==> config.mk <==
export PLATFORM = sky130hd
export DESIGN_NAME = vga_scanout
export DESIGN_NICKNAME = d
export VERILOG_FILES = /design/src/rtl/vga_scanout.sv
export SDC_FILE = /design/constraint.sdc
export NUM_CORES = 1
export LEC_CHECK = 0
export ABC_CLOCK_PERIOD_IN_PS = 3900
export CAP_MARGIN = 20
export CORE_MARGIN = 5
export CORE_UTILIZATION = 35
export CTS_BUF_LIST = sky130_fd_sc_hd__clkbuf_16
export CTS_CLUSTER_DIAMETER = 30
export DETAILED_ROUTE_END_ITERATION = 6
export PLACE_DENSITY = 0.56
export SLEW_MARGIN = 20
export SYNTH_ARGS = -nofsm -noshare
export SYNTH_HDL_FRONTEND = slang
export SYNTH_SLANG_ARGS = --single-unit
export TNS_END_PERCENT = 5
==> constraint.sdc <==
create_clock -name clk -period 3.9 [get_ports clk]
set_clock_uncertainty 0.05 [all_clocks]
set_input_delay 0.78 -clock clk [delete_from_list [all_inputs] [get_ports clk]]
set_output_delay 0.78 -clock clk [all_outputs]
set_load 0.02 [all_outputs]
==> src/rtl/vga_scanout.sv <==
// vga_scanout: PPU byte FIFO feeding a 640x480@60 VGA raster (800x525 total), 2-bit RGB.
// Latency: registered outputs, one cycle after the counters; first word one cycle after push.
// Backpressure: push only when stb_i && !ack_i && !full, so ack_i pulses at most every 2nd cycle.
// Ports: clk/rst (async active-low); data_i/stb_i/ack_i PPU input handshake; sync_o frame-start
//   pulse; vga_r/g/b/hs/vs raster outputs; clr_i clears underflow/uf_count; fifo_level occupancy.
module vga_scanout #(
  parameter int FIFO_DEPTH = 8,
  parameter int FIFO_AW    = 3,
  parameter int H_ACTIVE   = 640,
  parameter int H_FP       = 16,
  parameter int H_SYNC     = 96,
  parameter int H_BP       = 48,
  parameter int V_ACTIVE   = 480,
  parameter int V_FP       = 10,
  parameter int V_SYNC     = 2,
  parameter int V_BP       = 33
) (
  input  logic               clk,
  input  logic               rst,
  input  logic [7:0]         data_i,
  input  logic               stb_i,
  output logic               ack_i,
  output logic               sync_o,
  output logic [1:0]         vga_r,
  output logic [1:0]         vga_g,
  output logic [1:0]         vga_b,
  output logic               vga_hs,
  output logic               vga_vs,
  input  logic               clr_i,
  output logic               underflow,
  output logic [7:0]         uf_count,
  output logic [FIFO_AW:0]   fifo_level
);

  localparam int H_TOTAL = H_ACTIVE + H_FP + H_SYNC + H_BP;
  localparam int V_TOTAL = V_ACTIVE + V_FP + V_SYNC + V_BP;
  localparam int HW      = $clog2(H_TOTAL);
  localparam int VW      = $clog2(V_TOTAL);

  localparam logic [HW-1:0] H_LAST = HW'(H_TOTAL - 1);
  localparam logic [HW-1:0] H_ACT  = HW'(H_ACTIVE);
  localparam logic [HW-1:0] HS_BEG = HW'(H_ACTIVE + H_FP);
  localparam logic [HW-1:0] HS_END = HW'(H_ACTIVE + H_FP + H_SYNC);
  localparam logic [VW-1:0] V_LAST = VW'(V_TOTAL - 1);
  localparam logic [VW-1:0] V_ACT  = VW'(V_ACTIVE);
  localparam logic [VW-1:0] VS_BEG = VW'(V_ACTIVE + V_FP);
  localparam logic [VW-1:0] VS_END = VW'(V_ACTIVE + V_FP + V_SYNC);
  localparam logic [FIFO_AW:0] DEPTH_L = (FIFO_AW + 1)'(FIFO_DEPTH);

  logic [HW-1:0] sx;
  logic [VW-1:0] sy;

  // Only the colour bits are stored; the two low PPU bits carry nothing.
  logic [5:0]       mem [FIFO_DEPTH];
  logic [FIFO_AW:0] wr_cnt;
  logic [FIFO_AW:0] rd_cnt;
  logic             unused_lsbs;

  logic active;
  logic full;
  logic empty;
  logic push;
  logic pop;
  logic [5:0] head;

  assign unused_lsbs = ^data_i[1:0];

  // Occupancy from free-running counters one bit wider than the pointers,
  // so full and empty stay distinguishable.
  assign fifo_level = wr_cnt - rd_cnt;
  assign full       = (fifo_level == DEPTH_L);
  assign empty      = (wr_cnt == rd_cnt);
  assign head       = mem[rd_cnt[FIFO_AW-1:0]];

  assign active = (sx < H_ACT) && (sy < V_ACT);
  // !ack_i keeps the PPU's still-high strobe from being taken twice.
  assign push   = stb_i && !ack_i && !full;
  // A byte written this cycle is not visible yet, since empty is pre-edge state.
  assign pop    = active && !empty;

  always_ff @(posedge clk or negedge rst) begin
    if (!rst) begin
      sx <= '0;
      sy <= '0;
    end else if (sx == H_LAST) begin
      sx <= '0;
      sy <= (sy == V_LAST) ? '0 : sy + 1'b1;
    end else begin
      sx <= sx + 1'b1;
    end
  end

  always_ff @(posedge clk) begin
    if (push) mem[wr_cnt[FIFO_AW-1:0]] <= data_i[7:2];
  end

  always_ff @(posedge clk or negedge rst) begin
    if (!rst) begin
      wr_cnt <= '0;
      rd_cnt <= '0;
    end else begin
      if (push) wr_cnt <= wr_cnt + 1'b1;
      if (pop)  rd_cnt <= rd_cnt + 1'b1;
    end
  end

  always_ff @(posedge clk or negedge rst) begin
    if (!rst) begin
      ack_i     <= 1'b0;
      sync_o    <= 1'b0;
      vga_r     <= 2'd0;
      vga_g     <= 2'd0;
      vga_b     <= 2'd0;
      vga_hs    <= 1'b1;
      vga_vs    <= 1'b1;
      underflow <= 1'b0;
      uf_count  <= 8'd0;
    end else begin
      ack_i  <= push;
      // Registered, so it lands with the counters' return to (0,0).
      sync_o <= (sx == H_LAST) && (sy == V_LAST);
      vga_hs <= !((sx >= HS_BEG) && (sx < HS_END));
      vga_vs <= !((sy >= VS_BEG) && (sy < VS_END));
      if (pop) {vga_r, vga_g, vga_b} <= head;
      else     {vga_r, vga_g, vga_b} <= 6'd0;
      // Clear takes priority over a coincident underflow.
      if (clr_i) begin
        underflow <= 1'b0;
        uf_count  <= 8'd0;
      end else if (active && empty) begin
        underflow <= 1'b1;
        if (uf_count != 8'hFF) uf_count <= uf_count + 1'b1;
      end
    end
  end

endmodule

== After elaboration in Yosys (flattened, before gate mapping) ==
Memories as Yosys holds them, arrays and structs flattened.
Index checks and enable logic that the tools add are counted.
Widths: inputs -> output; s select.
Storage, ports and cells
  memory bits (writable): 48
  register bits after elaboration: 47
  input port bits: 12
  memories: 1
  word-level logic and storage cells: 59
  bits in latches: 0
  output and inout bits: 23
  ROM bits: 0
Cells by class
  multiply operators: 0
  div/mod/pow operators: 0
  bitwise gates (word level): 0
  multiplexer cells: 12
  equality and inequality tests: 5
  reductions and logical operators: 16
  add/subtract/negate cells: 6
  shifts and indexed selects: 0
  magnitude comparators: 6
Memory list
  mem: depth 8, width 6, rd ports 1, clocked after Yosys merged registers in 0, wr ports 1, line 54  | logic [5:0] mem [FIFO_DEPTH];
Operators by type and width (count)
  $mux 8: 3
  $add 10x1->10 const B: 2
  $eq 10x10->1 const B: 2
  $lt 10x10->1 const B: 2
  $lt 10x9->1 const B: 2
  $mux 10: 2
  $ge 10x10->1 const B: 1
  $ge 10x9->1 const B: 1
  $add 4x1->4 const B: 2
  $add 8x1->8 const B: 1
  $logic_and 1x1->1: 8
  $ne 8x8->1 const B: 1
  $mux 2: 3
  $logic_not 1->1: 5
  $eq 4x4->1: 1
  $eq 4x4->1 const B: 1
  $mux 1: 4
  $reduce_bool 2->1: 2
  $sub 4x4->4: 1
  $reduce_and 2->1: 1

== Depth between registers and ports, before layout ==
Gate-level depths: netlist of run 1.
  word-level depth: 6
  mapped depth: 8

== Least setup slack after synthesis of run 1 ==
Ideal clock, no wire load.
  path kind: register to register
  start point: register wr_cnt[0]
  end point: memory mem[0][0] (enable)
  cell stages (with the launch flop): 8
  period minus slack after synthesis: 2980 ps
  buffers on the path: 0
  setup slack: 920 ps
  setup time: 386 ps
  data required time: 3464 ps
  arrival: 2544 ps
  cell sequence: dfrtp_1 > inv_1 > ha_1 > fa_1 > xnor2_1 > or3_4 > o31ai_4 > nor4_1
Between the ends
  longest elaborated chain between the ends: 6
RTL lines
  start: declaration: line 55  | logic [FIFO_AW:0] wr_cnt;
  start signal: assignment: line 102  | if (push) wr_cnt <= wr_cnt + 1'b1;
  $sub 4x4->4: line 70  | assign fifo_level = wr_cnt - rd_cnt;
  net fifo_level[2]: line 32  | output logic [FIFO_AW:0] fifo_level
  $eq 4x4->1: line 71  | assign full = (fifo_level == DEPTH_L);
  $logic_not 1->1: line 77  | assign push = stb_i && !ack_i && !full;
  $logic_and 1x1->1: line 77
  $mux 1: line 94  | if (push) mem[wr_cnt[FIFO_AW-1:0]] <= data_i[7:2];
  $mux 1 (implied by the code): line 94
  end: declaration: line 54
The timed path passes the listed nets, and every way through them passes these cells.

== Worst setup path in the final report of run 1 ==
  start point: register rd_cnt[2]
  end point: output fifo_level[3]
Between the ends
  longest elaborated chain between the ends: 1
RTL lines
  start: declaration: line 56  | logic [FIFO_AW:0] rd_cnt;
  start signal: assignment: line 103  | if (pop) rd_cnt <= rd_cnt + 1'b1;
  $sub 4x4->4: line 70
  end: declaration: line 32
No other way between the ends.

==> impl_metrics.tcl, run 1 <==
set metrics [dict create \
    ys_seq_area_share_pct 61.8 \
    worst-path-max-fanout 9 \
    drtPass1Iterations 4 \
    routedWlPerCell_um 16.5 \
    core_sq_mm 0.0120 \
    clk_pin_slew_ns 0.07 \
    p_int_w 0.00231 \
    synthesis.nets 335 \
    critPathRequiredTime_ns 3.07 \
    vias 2635 \
    tns_ns 0 \
    port_buffers 32 \
    yosys_warnings 0 \
    floorplan.initialDensity_pct 35.4 \
    worst_pin_slew_ns 0.836 \
    post-cts-setup-buffers 0 \
    clkLatencyLatePin_ns 0.35 \
    fmax_ghz 0.288 \
    cp_common_cell "a21oi_1" \
    yosysTopAreaCell "edfxtp_1" \
    grt_pass1_wl_um 13600 \
    ios 35 \
    synthesis.area_sq_mm 0.00424 \
    die_w_um 120 \
    finalHoldViolCount 0 \
    drcViolationCount 0 \
    max-clock-path-buffers 2 \
    cp_slowest_cell "clkdlybuf4s50_1" \
    pwr-share-clk_pct 25.9 \
    total_power_w 0.00352 \
    start_kind "flip-flop" \
    maxSlewViolCount 0 \
    worstPathCellList "inv_1 > ha_1 > a21oi_1 > a21oi_1 > nor2_1 > clkdlybuf4s50_1" \
    synth-simple-area-share_pct 15.4 \
    ctsHoldBuffers 0 \
    synth-compound-area-share_pct 5.08 \
    max_cap_violations 0 \
    numCtsBuffers 9 \
    synth_fa_ha_area_share_pct 3.42 \
    cts-htree-levels 3 \
    status "finished, final reports clean" \
    synth_top_area_share_pct 34.0 \
    cp_top_family "buffers and inverters" \
    pwr-share-seq_pct 38.0 \
    critPathKind "reg2out" \
    chipHeight_um 120 \
    power.switching_w 0.00121 \
    synth_edf_count 48 \
    clkSinkCount 95 \
    diodes 0 \
    synth_xor_area_share_pct 4.13 \
    grt_max_degree 33 \
    grt.overflow.total 0 \
    synth_area_leaders "edfxtp_1, dfrtp_1, mux4_2" \
    max_stage_delay_ns 0.61 \
    p_per_area_mw_per_mm2 696 \
    grt.total_usage_pct 12.3 \
    viasPerCell 5.22 \
    yosys_register_bits 95 \
    dpl.hpwl_um 5610 \
    synthCells 312 \
    cts_root_buffer "clkbuf_16" \
    totalWireLength_um 8350 \
    cts_tree "yes" \
    p_leak_nw 1.92 \
    area_delta_synth_final_pct 19.2 \
    gp_congestion 0.786 \
    min_period_over_period_pct 88.9 \
    async_flop_share_pct 49.5 \
    nets 376 \
    crit_buf_inv 2 \
    min_period_ns 3.47 \
    antenna_found_initial 0 \
    layout-drive-gt1-share_pct 14.5 \
    synth_top_family_by_area "simple AND/OR/NAND/NOR gates" \
    p_sw_share_pct 34.5 \
    rsz0062_at_grt "false" \
    combinationalPowerShare_pct 36.1 \
    drt_iter0_markers 168 \
    ir_drop_mv 0.352 \
    syn_area_per_cell_sq_um 13.6 \
    rrSetupSlack_ns 0.92 \
    synth.area.mux_share_pct 7.68 \
    die_area_sq_mm 0.0144 \
    grt_pass1_vias 2662 \
    setup_violations 0 \
    cp.arrival_ns 2.64 \
    rows 40 \
    relSlewSlack_pct 44.3 \
    postRouteAntennaNets 0 \
    synth_cell_type_count 47 \
    ys.flop_type "edfxtp_1" \
    critPathCaptureType "output port" \
    hold_path.class "reg2reg" \
    cts_resized 0 \
]
## sequential cells by signal (all words and copies together), names as in the netlist
register,flops
ack_i,1
mem,48
rd_cnt,4
sx,10
sy,10
sync_o,1
uf_count,8
underflow,1
vga_b,2
vga_g,2
vga_hs,1
vga_r,2
vga_vs,1
wr_cnt,4
## logic make-up after synthesis
kind of cell    Yosys count
fa+ha+maj                11
flops                    95
buf+inv                  21
mux                      17
xor+xnor                 20
simple gates            114
compound gates           34
## layer usage
| layer | up-vias | part of all wire [%] | global-route usage (%) |
|---|---|---|---|
| met5 | - | 0 | 0 |
| met4 | 0 | 0.91 | 3.72 |
| met3 | 4 | 4.8 | 4.52 |
| met2 | 44 | 48 | 19.4 |
| met1 | 1320 | 46 | 15.9 |
| li1 | 1267 | - | - |
## worst reg2reg max path: stages (launching register included)
cell and delay [ns]:
dfrtp_1 0.44, inv_1 0.15, ha_1 0.25, fa_1 0.49
inv_1 0.07, or3_4 0.40, o31ai_4 0.37, inv_2 0.12
and4_1 0.35
## stage by stage
step	util (%)	hold slack [ns]	cell area [sq um]	setup slack (ns)	instances
CTS	42.2	0.456	5050	0.388	505
global placement	39.6	0.440	4740	0.814	489
floorplan	-	0.412	4240	0.920	312
global route	42.2	0.492	5050	0.250	505
finish	42.2	0.452	5050	0.433	505
detailed placement	39.6	0.446	4740	0.747	489
## cell usage in the layout (no fill, tap or decap), types with 2 or more instances in the layout
cell	Yosys	layout
o31ai_1	5	5
xor2_1	8	8
o21ai_0	7	7
or3_4	2	2
nand4_1	10	10
dfrtp_1	45	45
mux4_2	12	12
and4_1	7	7
edfxtp_1	48	48
nor3b_1	4	4
or4_1	5	5
xnor2_1	12	12
inv_1	10	10
and3_1	8	8
clkinv_4	0	2
nor3_1	7	6
nor2_1	15	15
nor4_1	5	5
clkbuf_16	0	9
clkdlybuf4s50_1	0	31
ha_1	10	10
buf_4	0	8
a21oi_1	16	16
nand3_1	16	16
mux2_2	4	4
dfstp_2	2	2
nor2b_1	6	6
inv_6	0	3
nand2_1	20	20
## worst paths after layout
path                       startpoint             to  cells past startpoint
setup / recovery            rd_cnt[2]  fifo_level[3]                      6
hold / removal                  sy[8]          sy[8]                      1
setup reg to reg            wr_cnt[0]      mem[4][0]                      8
hold reg to reg                 sy[8]          sy[8]                      1
max in group asynchronous         rst          sy[7]                      2
min in group asynchronous         rst    uf_count[3]                      1
## Yosys cell counts, types with 6 or more instances
cell type and instances:
o21ai_0 7, inv_1 10, a21oi_1 16, dfrtp_1 45, ha_1 10, nor3_1 7, nor2_1 15, and4_1 7
nand4_1 10, nand2_1 20, nand3_1 16, xor2_1 8, clkbuf_1 6, and3_1 8, edfxtp_1 48, nor2b_1 6
mux4_2 12, xnor2_1 12
## final cells by class
cell class | instances | area (sq um)
clock buffer | 9 | 225
multi-input combinational | 196 | 1520
timing repair buffer | 40 | 375
sequential | 95 | 2620
inverter | 11 | 41.3
tap | 147 | 184
clock inverter | 7 | 85.1
fill | 1117 | 6910
## power groups by stage
stage | clock network [W] | registers (W) | logic [W]
floorplan | 0 | 0.00137 | 0.000812
global placement | 0 | 0.00135 | 0.00127
detailed placement | 0 | 0.00136 | 0.00129
CTS | 0.000935 | 0.00134 | 0.00129
global route | 0.000980 | 0.00135 | 0.00139
finish | 0.000910 | 0.00134 | 0.00127
Note: power is estimated with default switching activity, not from simulation.
==> run 2, diff against run 1 <==
- GPL_ROUTABILITY_DRIVEN: unset -> 0
==> results of run 2 <==
No change in the layout: final DEF, timing and power equal those of run 1.
==> run 3, diff against run 2 <==
- SLEW_MARGIN: 20 -> unset
==> run 3 against run 2 <==
  * Design area unchanged
  * Register-to-register slack gained 0.03 ns
  * Worst setup slack got worse by 0.016 ns
  * Utilization is the same
  * Routed wire length fell by 0.29%
  * Via count up 0.46%
  * Die area unchanged
  * First-iteration DRC count is 9.5% higher
  * Global-route usage unchanged
  * Critical endpoint unchanged
  * Largest power group unchanged
==> impl_metrics.tcl, run 3 (synthesized netlist as in run 1, its figures left out) <==
set metrics [dict create \
    grt_max_degree 33 \
    cp.arrival_ns 2.65 \
    ir_drop_mv 0.353 \
    grt.total_usage_pct 12.3 \
    die_w_um 120 \
    hold_path.class "reg2reg" \
    grt_pass1_vias 2662 \
    p_per_area_mw_per_mm2 696 \
    dr_wl_met2_um 3980 \
    postRouteAntennaNets 0 \
    chipHeight_um 120 \
    clkSinkCount 95 \
    max-clock-path-buffers 2 \
    drcViolationCount 0 \
    ctsHoldBuffers 0 \
    dr_wl_met3_um 436 \
    port_buffers 32 \
    largest_reg_flops 48 \
    diodes 0 \
    finalHoldViolCount 0 \
    regArea_sq_mm 0.00262 \
    num-fill-cells 1115 \
    floorplan.initialDensity_pct 35.4 \
    min_period_over_period_pct 89.3 \
    max_cap_violations 0 \
    min_period_ns 3.48 \
    cts_tree "yes" \
    drtPass1Iterations 4 \
    cts_root_buffer "clkbuf_16" \
    dp.cells 489 \
    totalWireLength_um 8330 \
    critPathKind "reg2out" \
    dpl.hpwl_um 5610 \
    p_leak_nw 1.92 \
    rows 40 \
    rsz0062_at_grt "false" \
    cts-htree-levels 3 \
    setup_violations 0 \
    die_area_sq_mm 0.0144 \
    start_kind "flip-flop" \
    clk_pin_slew_ns 0.07 \
    critPathCaptureType "output port" \
    fmax_ghz 0.287 \
    relSlewSlack_pct 44.3 \
    cts_resized 0 \
    tns_ns 0 \
    antenna_found_initial 0 \
    wl_met1_um 3830 \
    core_sq_mm 0.0120 \
    drt_iter0_markers 184 \
    area_delta_synth_final_pct 19.2 \
    maxSlewViolCount 0 \
    layout-drive-gt1-share_pct 14.5 \
    worst_pin_slew_ns 0.835 \
    final_cell_mix "edfxtp_1, dfrtp_1, clkdlybuf4s50_1" \
    status "finished, final reports clean" \
    clkLatencyLatePin_ns 0.35 \
    worst-path-max-fanout 9 \
    post-cts-setup-buffers 0 \
    critPathRequiredTime_ns 3.07 \
    total_power_w 0.00352 \
    nets 377 \
    instances_no_fill 506 \
    numCtsBuffers 9 \
    grt.overflow.total 0 \
    final_common_cell "edfxtp_1" \
    multi_input_area_sq_mm 0.00152 \
    ios 35 \
    vias 2647 \
    viasPerCell 5.23 \
    grt_pass1_wl_um 13600 \
    routedWlPerCell_um 16.5 \
    highest_layer "met4" \
]
-- run 3: cell types whose count changed in the layout (fill, tap and decap cells not counted) --
cell	previous run	this run
nor3_2	1	0
buf_2	1	2
nor3_1	6	7
-- run 3: metrics by stage --
stage / util (%) / hold slack [ns] / cell area [sq um] / setup slack [ns]
floorplan: - / 0.412 / 4240 / 0.920
CTS: 42.2 / 0.456 / 5050 / 0.388
detailed placement: 39.6 / 0.446 / 4740 / 0.747
finish: 42.2 / 0.452 / 5050 / 0.417
global route: 42.2 / 0.492 / 5050 / 0.250
global placement: 39.6 / 0.440 / 4740 / 0.814
-- run 3: layer usage --
| metal | track usage (%) | vias to the layer above |
|---|---|---|
| met4 | 3.72 | 0 |
| met3 | 4.52 | 4 |
| met2 | 19.4 | 49 |
| li1 | - | 1270 |
| met5 | 0 | - |
| met1 | 15.9 | 1324 |
-- run 3: worst max-delay path, stage by stage (launching register included) --
cell             delay (ns)
dfrtp_1                0.53
inv_1                  0.22
ha_1                   0.39
a21oi_1                0.24
a21oi_1                0.19
nor2_1                 0.14
clkdlybuf4s50_1        0.61
-- run 3: power by group --
| group | switching (W) | internal, W |
|---|---|---|
| Combinational | 0.000694 | 0.000574 |
| Sequential | 0.000115 | 0.00122 |
| Clock | 0.000401 | 0.000511 |
-- run 3: worst paths after layout --
path	from	endpoint	slack, ns	cells past startpoint
max	rd_cnt[2]	fifo_level[3]	0.42	6
min	sy[8]	sy[8]	0.45	1
max reg2reg	wr_cnt[0]	mem[4][0]	0.95	8
min reg2reg	sy[8]	sy[8]	0.45	1
max in group asynchronous	rst	sy[7]	2.57	2
min in group asynchronous	rst	uf_count[3]	0.47	1
-- run 3: layout make-up --
cell class	instances	share of cell area (%)
Sequential cell	95	51.9
Multi-Input combinational cell	196	30.0
Timing Repair Buffer	41	7.53
Clock buffer	9	4.46
Tap cell	147	3.64
Clock inverter	7	1.68
Inverter	11	0.817
